==> src/rtl/uart_rx_fifo.sv <==
// Purpose : receive-side byte FIFO behind the UART receiver.
//           It is first-word-fall-through and reports fill level, a threshold
//           interrupt and sticky overrun status.
// Latency : a byte pushed in cycle N is on m_data with m_valid=1 in cycle N+1.
//           There is no same-cycle bypass.
// Backpressure: none toward the receiver, which cannot be stalled. A byte that
//           arrives while the FIFO is full and not being popped is dropped and
//           counted. The consumer side is plain ready/valid.
//
// Ports:
//   clk_in, rst             clock; synchronous active-high reset
//   rx_data, rx_valid       push side: one byte per single-cycle pulse
//   m_data, m_valid,
//   m_ready                 pop side: head byte, non-empty flag, consumer accept
//   level, full             stored byte count (0..2**DEPTH_LOG2) and full flag
//   thresh_irq              level >= THRESHOLD
//   overrun, overrun_count  sticky drop flag and saturating drop counter
//   clr_overrun             clears overrun and overrun_count
//   timeout_irq             idle-data interrupt
//
// Build option: define UART_RX_FIFO_TIMEOUT_EN to build the idle-timeout
// counter. Without that macro, timeout_irq is tied low.

module uart_rx_fifo #(
   parameter int DEPTH_LOG2     = 4,
   parameter int THRESHOLD      = 8,
   parameter int TIMEOUT_CYCLES = 1000
) (
   input  logic                  clk_in,
   input  logic                  rst,
   input  logic [7:0]            rx_data,
   input  logic                  rx_valid,
   output logic [7:0]            m_data,
   output logic                  m_valid,
   input  logic                  m_ready,
   output logic [DEPTH_LOG2:0]   level,
   output logic                  full,
   output logic                  thresh_irq,
   output logic                  overrun,
   output logic [7:0]            overrun_count,
   input  logic                  clr_overrun,
   output logic                  timeout_irq
);

   localparam int                   DEPTH    = 1 << DEPTH_LOG2;
   localparam logic [DEPTH_LOG2:0]  LVL_FULL = (DEPTH_LOG2+1)'(DEPTH);
   localparam logic [DEPTH_LOG2:0]  LVL_THR  = (DEPTH_LOG2+1)'(THRESHOLD);
   localparam logic [DEPTH_LOG2:0]  LVL_ONE  = (DEPTH_LOG2+1)'(1);
   localparam logic [DEPTH_LOG2:0]  LVL_ZERO = '0;
   localparam logic [DEPTH_LOG2-1:0] PTR_ONE = DEPTH_LOG2'(1);

   // Storage and state
   logic [7:0]            r_mem [DEPTH];
   logic [DEPTH_LOG2-1:0] r_wr_ptr;
   logic [DEPTH_LOG2-1:0] r_rd_ptr;
   logic [DEPTH_LOG2:0]   r_level;
   logic [7:0]            r_m_data;
   logic                  r_m_valid;
   logic                  r_full;
   logic                  r_thresh;
   logic                  r_overrun;
   logic [7:0]            r_ovr_cnt;

   // Next-state helpers
   logic                  w_pop;
   logic                  w_push_acc;
   logic                  w_drop;
   logic [DEPTH_LOG2-1:0] w_rd_next;
   logic [DEPTH_LOG2-1:0] w_wr_next;
   logic [DEPTH_LOG2:0]   w_level_next;
   logic [7:0]            w_m_data_next;

   // m_valid is exactly (level != 0), so popping on the registered flag
   // ignores a pop request against an empty FIFO.
   assign w_pop      = r_m_valid & m_ready;
   // When the FIFO is full, a simultaneous pop frees the slot the push needs.
   assign w_push_acc = rx_valid & (~r_full | w_pop);
   assign w_drop     = rx_valid & r_full & ~w_pop;

   assign w_rd_next  = w_pop      ? r_rd_ptr + PTR_ONE : r_rd_ptr;
   assign w_wr_next  = w_push_acc ? r_wr_ptr + PTR_ONE : r_wr_ptr;

   always_comb begin
      w_level_next = r_level;
      case ({w_push_acc, w_pop})
         2'b10:   w_level_next = r_level + LVL_ONE;
         2'b01:   w_level_next = r_level - LVL_ONE;
         default: w_level_next = r_level;
      endcase
   end

   // m_data is registered, so it must be loaded with the byte that will sit
   // at the new read pointer. If that slot is the one being written in this
   // cycle (empty FIFO, or a single byte being replaced), the incoming byte
   // is taken directly. Otherwise the head is read from the array.
   always_comb begin
      w_m_data_next = r_mem[w_rd_next];
      if (w_push_acc && (w_rd_next == r_wr_ptr)) begin
         w_m_data_next = rx_data;
      end
   end

   // The array has no reset. Stale contents are never visible because
   // m_valid gates them.
   always_ff @(posedge clk_in) begin
      if (!rst && w_push_acc) begin
         r_mem[r_wr_ptr] <= rx_data;
      end
   end

   always_ff @(posedge clk_in) begin
      if (rst) begin
         r_wr_ptr  <= '0;
         r_rd_ptr  <= '0;
         r_level   <= '0;
         r_m_data  <= 8'h00;
         r_m_valid <= 1'b0;
         r_full    <= 1'b0;
         r_thresh  <= 1'b0;
      end else begin
         r_wr_ptr  <= w_wr_next;
         r_rd_ptr  <= w_rd_next;
         r_level   <= w_level_next;
         r_m_data  <= w_m_data_next;
         r_m_valid <= (w_level_next != LVL_ZERO);
         r_full    <= (w_level_next == LVL_FULL);
         r_thresh  <= (w_level_next >= LVL_THR);
      end
   end

   // A drop in the same cycle as a clear takes priority, so the dropped
   // byte is never lost from the count: the count restarts at 1.
   always_ff @(posedge clk_in) begin
      if (rst) begin
         r_overrun <= 1'b0;
         r_ovr_cnt <= 8'h00;
      end else if (w_drop) begin
         r_overrun <= 1'b1;
         if (clr_overrun) begin
            r_ovr_cnt <= 8'h01;
         end else if (r_ovr_cnt != 8'hFF) begin
            r_ovr_cnt <= r_ovr_cnt + 8'h01;
         end
      end else if (clr_overrun) begin
         r_overrun <= 1'b0;
         r_ovr_cnt <= 8'h00;
      end
   end

`ifdef UART_RX_FIFO_TIMEOUT_EN
   // Idle timer. It counts cycles in which data is stored but nothing moves,
   // and raises timeout_irq when a short burst sits below THRESHOLD for too
   // long.
   localparam int            TW     = $clog2(TIMEOUT_CYCLES + 1);
   localparam logic [TW-1:0] TO_MAX = TW'(TIMEOUT_CYCLES);
   localparam logic [TW-1:0] TO_ONE = TW'(1);

   logic [TW-1:0] r_to_cnt;
   logic          r_timeout;

   always_ff @(posedge clk_in) begin
      if (rst) begin
         r_to_cnt  <= '0;
         r_timeout <= 1'b0;
      end else if (rx_valid || w_pop || (r_level == LVL_ZERO)) begin
         r_to_cnt  <= '0;
         r_timeout <= 1'b0;
      end else if (r_to_cnt != TO_MAX) begin
         r_to_cnt <= r_to_cnt + TO_ONE;
         // The flag rises on the same edge at which the count reaches the
         // limit. The count then holds there until activity resumes.
         if ((r_to_cnt + TO_ONE) == TO_MAX) begin
            r_timeout <= 1'b1;
         end
      end
   end

   assign timeout_irq = r_timeout;
`else
   logic w_unused_timeout;
   assign w_unused_timeout = (TIMEOUT_CYCLES != 0);
   assign timeout_irq      = 1'b0;
`endif

   assign m_data        = r_m_data;
   assign m_valid       = r_m_valid;
   assign level         = r_level;
   assign full          = r_full;
   assign thresh_irq    = r_thresh;
   assign overrun       = r_overrun;
   assign overrun_count = r_ovr_cnt;

endmodule

==> config.mk <==
export PLATFORM = sky130hd
export DESIGN_NAME = uart_rx_fifo
export DESIGN_NICKNAME = d
export VERILOG_FILES = /design/src/rtl/uart_rx_fifo.sv
export SDC_FILE = /design/constraint.sdc
export NUM_CORES = 1
export LEC_CHECK = 0
export BUFFER_PORTS_ARGS = -buffer_cell sky130_fd_sc_hd__buf_2
export CAP_MARGIN = 15
export CORE_MARGIN = 2
export CORE_UTILIZATION = 41
export CTS_BUF_LIST = sky130_fd_sc_hd__clkbuf_16
export DETAILED_ROUTE_END_ITERATION = 7
export GPL_ROUTABILITY_DRIVEN = 0
export HOLD_SLACK_MARGIN = 0.06
export PLACE_DENSITY_LB_ADDON = 0.15
export SKIP_LAST_GASP = 1
export SYNTH_ARGS = -nofsm -noshare
export SYNTH_HDL_FRONTEND = slang
export SYNTH_SLANG_ARGS = --single-unit
==> constraint.sdc <==
create_clock -name clk_in -period 3.2 [get_ports clk_in]
set_input_delay 0.16 -clock clk_in [delete_from_list [all_inputs] [get_ports clk_in]]
set_output_delay 0.16 -clock clk_in [all_outputs]
set_load 0.005 [all_outputs]
==> results.md <==
* Initial Util at 41.6%
* Data required, critical path at 3520 ps
* Critical Path AT at 3090 ps
* Hold Path Class: primary input to register
* # Post-CTS Setup Buffers at 0
* Maximum VDD drop at 0.377 mV
* CTS tree: done
* Crit Path Max Fanout at 7
* Synth cell types at 58
* Fin crit share at 86.4%
* Measured slew at the worst slew-check pin at 998 ps
* Via count at 4346
* Clock transition at the registers of the reported paths at 60 ps
* Post-synthesis sequential area ratio at 65.7%
* Post-synthesis register bit count at 161
* Port Buf Inserts at 37
* TritonRoute pass-1 iters at 5
* Finish-stage setup viols at 0
* Die X at 133 um
* Detailed Route WL at 16.0 mm
* Depth of the CTS H-tree at 4
* Post-synthesis net count at 526
* Hold Slack at 75.3 ps
* Top post-synthesis cells by area: edfxtp_1 (56%), dfxtp_1 (9.6%), a211oi_1 (5.4%)
* GR Util All Layers at 18.7%
* Area fraction of the dominant cell type after synthesis at 56.1%
* Post-Syn Instances at 504
* Max clock buf depth at 2
* EDFF count, synth at 128
* Post-Synthesis Cell Area at 6860 um^2
* Largest net degree at the start of global routing at 50
* Internal Pwr Total at 3920 uW
* Slew margin rel. at 33.2%
* Nets at 579
* CP Launch Type: register
* Synth area leader: edfxtp_1
* Initial antenna violation count at 0
* HPWL Detailed at 9.94 mm
* First-pass GRT wire length at 24.9 mm
* Layout cells sized above 1 at 19.6%
* Vias in the first global route at 4295
* Setup TNS Final at 0 ps
* Max Cap Viol at 0
* Initial DRC count at 351
* Leak at 0.00285 uW
* Area delta synth->final at 16.2%
* Post-route DRC at 0
* Pwr per Cell Area at 680 nW/um^2
* DR WL met2 at 7.89 mm
* Sw Ratio at 27.6%
* R2R cell count at 12
* Clock root buffer: clkbuf_16
* Die Y at 133 um
* TritonCTS Buffers at 17
* Max Slew Vio Count at 0
* P_sw at 1500 uW
* CORE AREA at 16500 um^2
* Total chip power at 5420 uW
* Logic pwr share at 19.9%
* Skew-Pair Late Insertion Delay at 420 ps
* Clock Skews at 10.1 ps
* Routed length per instance at 20.3 um
* WHS Path Cells at 3
* Vias/cell at 5.50
* CTS sink cnt at 161
* Die area at 17800 um^2
* Antenna cells at 0
* Wl on met1 at 7.09 mm
* FFs w/ async S/R, synth at 0%
* Crit path kind: register to register
* Fmax at 362 MHz
* Routed wl met3 at 766 um
* Most used flip-flop cell after synthesis: edfxtp_1
* Grt total ovfl at 0
* Min Tclk post-route at 2770 ps
* Final Hold Violating Endpoints at 0
* Max layer used: met4
* Seq pwr share at 44.3%
* Mean area per synthesized cell at 13.6 um^2
* CP Capture Type: register
* Row Count at 47
* Clk pwr share at 35.8%
* RSZ-0062 raised after global routing: no
* I/O Pins at 39
* Routed Antenna Nets at 0
* Status: complete, no violations
* Ys Warns at 0
[registers in the layout (all words and copies together) (netlist names)]
name           cells
full               1
level              5
m_data             8
m_valid            1
overrun            1
overrun_count      8
r_mem            128
r_rd_ptr           4
r_wr_ptr           4
thresh_irq         1
[per-layer routing]
layer  GRT usage (%)  vias up
met1            25.4     2153
li1                -     2043
met4            7.15        0
met5               0        -
met2            30.2      129
met3            3.27       21
[power by group through the flow]
stage | logic [uW] | clock network (uW) | registers (uW)
6_report | 1080 | 1940 | 2400
5_1_grt | 1180 | 2060 | 2410
4_1_cts | 1090 | 1980 | 2400
3_5_place_dp | 1090 | 0 | 2440
3_3_place_gp | 1070 | 0 | 2440
2_1_floorplan | 719 | 0 | 2430
[cells in the final DEF, fill, tap and decap left out, types with 3 or more instances in the layout]
master	n
nand2_1	20
a2111oi_0	14
nor2_1	36
o21ai_0	4
buf_2	37
and3_1	49
inv_1	10
buf_4	28
a211oi_1	49
nand4_1	3
edfxtp_1	128
clkinv_2	5
xnor2_1	10
dfxtp_1	33
xor2_1	6
o21ai_1	8
clkbuf_16	17
a21oi_1	12
inv_6	3
nor3_1	6
mux2i_1	26
nand3_1	7
ha_1	9
[metrics by stage]
step                cell area [um^2]  instances  worst slack, ps  utilization (%)
floorplan                       6860        504              446                -
global placement                7390        757              450             44.9
detailed placement              7390        757              329             44.9
CTS                             7970        790              290             48.4
global route                    7970        790              145             48.4
finish                          7970        790              434             48.4
[layout make-up]
class / count / area [um^2]
Clock inverter: 15 / 143
Fill cell: 1483 / 8500
Multi-Input combinational cell: 300 / 2160
Sequential cell: 161 / 4500
Inverter: 10 / 37.5
Clock buffer: 17 / 425
Tap cell: 220 / 275
Timing Repair Buffer: 67 / 425
[worst paths after layout]
kind | start | endpoint | slack (ps)
worst max-delay path | full | full | 430
worst min-delay path | rx_valid | overrun | 80
worst max register to register | full | full | 430
worst min register to register | overrun | overrun | 470
[cell families after synthesis]
family | count (synthesis) | synth area share [%]
AND/OR/NAND/NOR | 142 | 11.5
adder cells (fa/ha/maj) | 9 | 1.64
other | 1 | 0.0547
flip-flops | 161 | 65.7
XOR/XNOR | 18 | 2.61
multiplexers | 26 | 3.80
buffers and inverters | 43 | 3.07
AO/OA/AOI/OAI | 104 | 11.7
[worst max-delay path, stage by stage, from the launching register on]
cell      delay [ps]
dfxtp_1          320
a21boi_2         180
nor2_1           270
inv_1            130
ha_1             310
xor2_1           200
ha_1             210
nor2b_1          200
a32oi_1          120
o31ai_1          270
xnor2_1          210
nor2_1            80
and2_1           150
[synthesized netlist by cell type, drive strengths merged, types with 9 or more instances]
master     n
nand2     22
ha         9
a21oi     12
clkbuf    18
nor2      36
buf       15
edfxtp   128
and3      49
a2111oi   16
dfxtp     33
xnor2     11
a211oi    49
o21ai     12
inv       10
mux2i     26
[what timing repair did]
item                                    4_1_cts  5_1_grt
hold buffers                                  1        0
endpoints found under the hold margin         2        0
endpoints found under the setup margin        0        1
gates resized for setup                       0        1
Note: power is estimated with default switching activity, not from simulation.
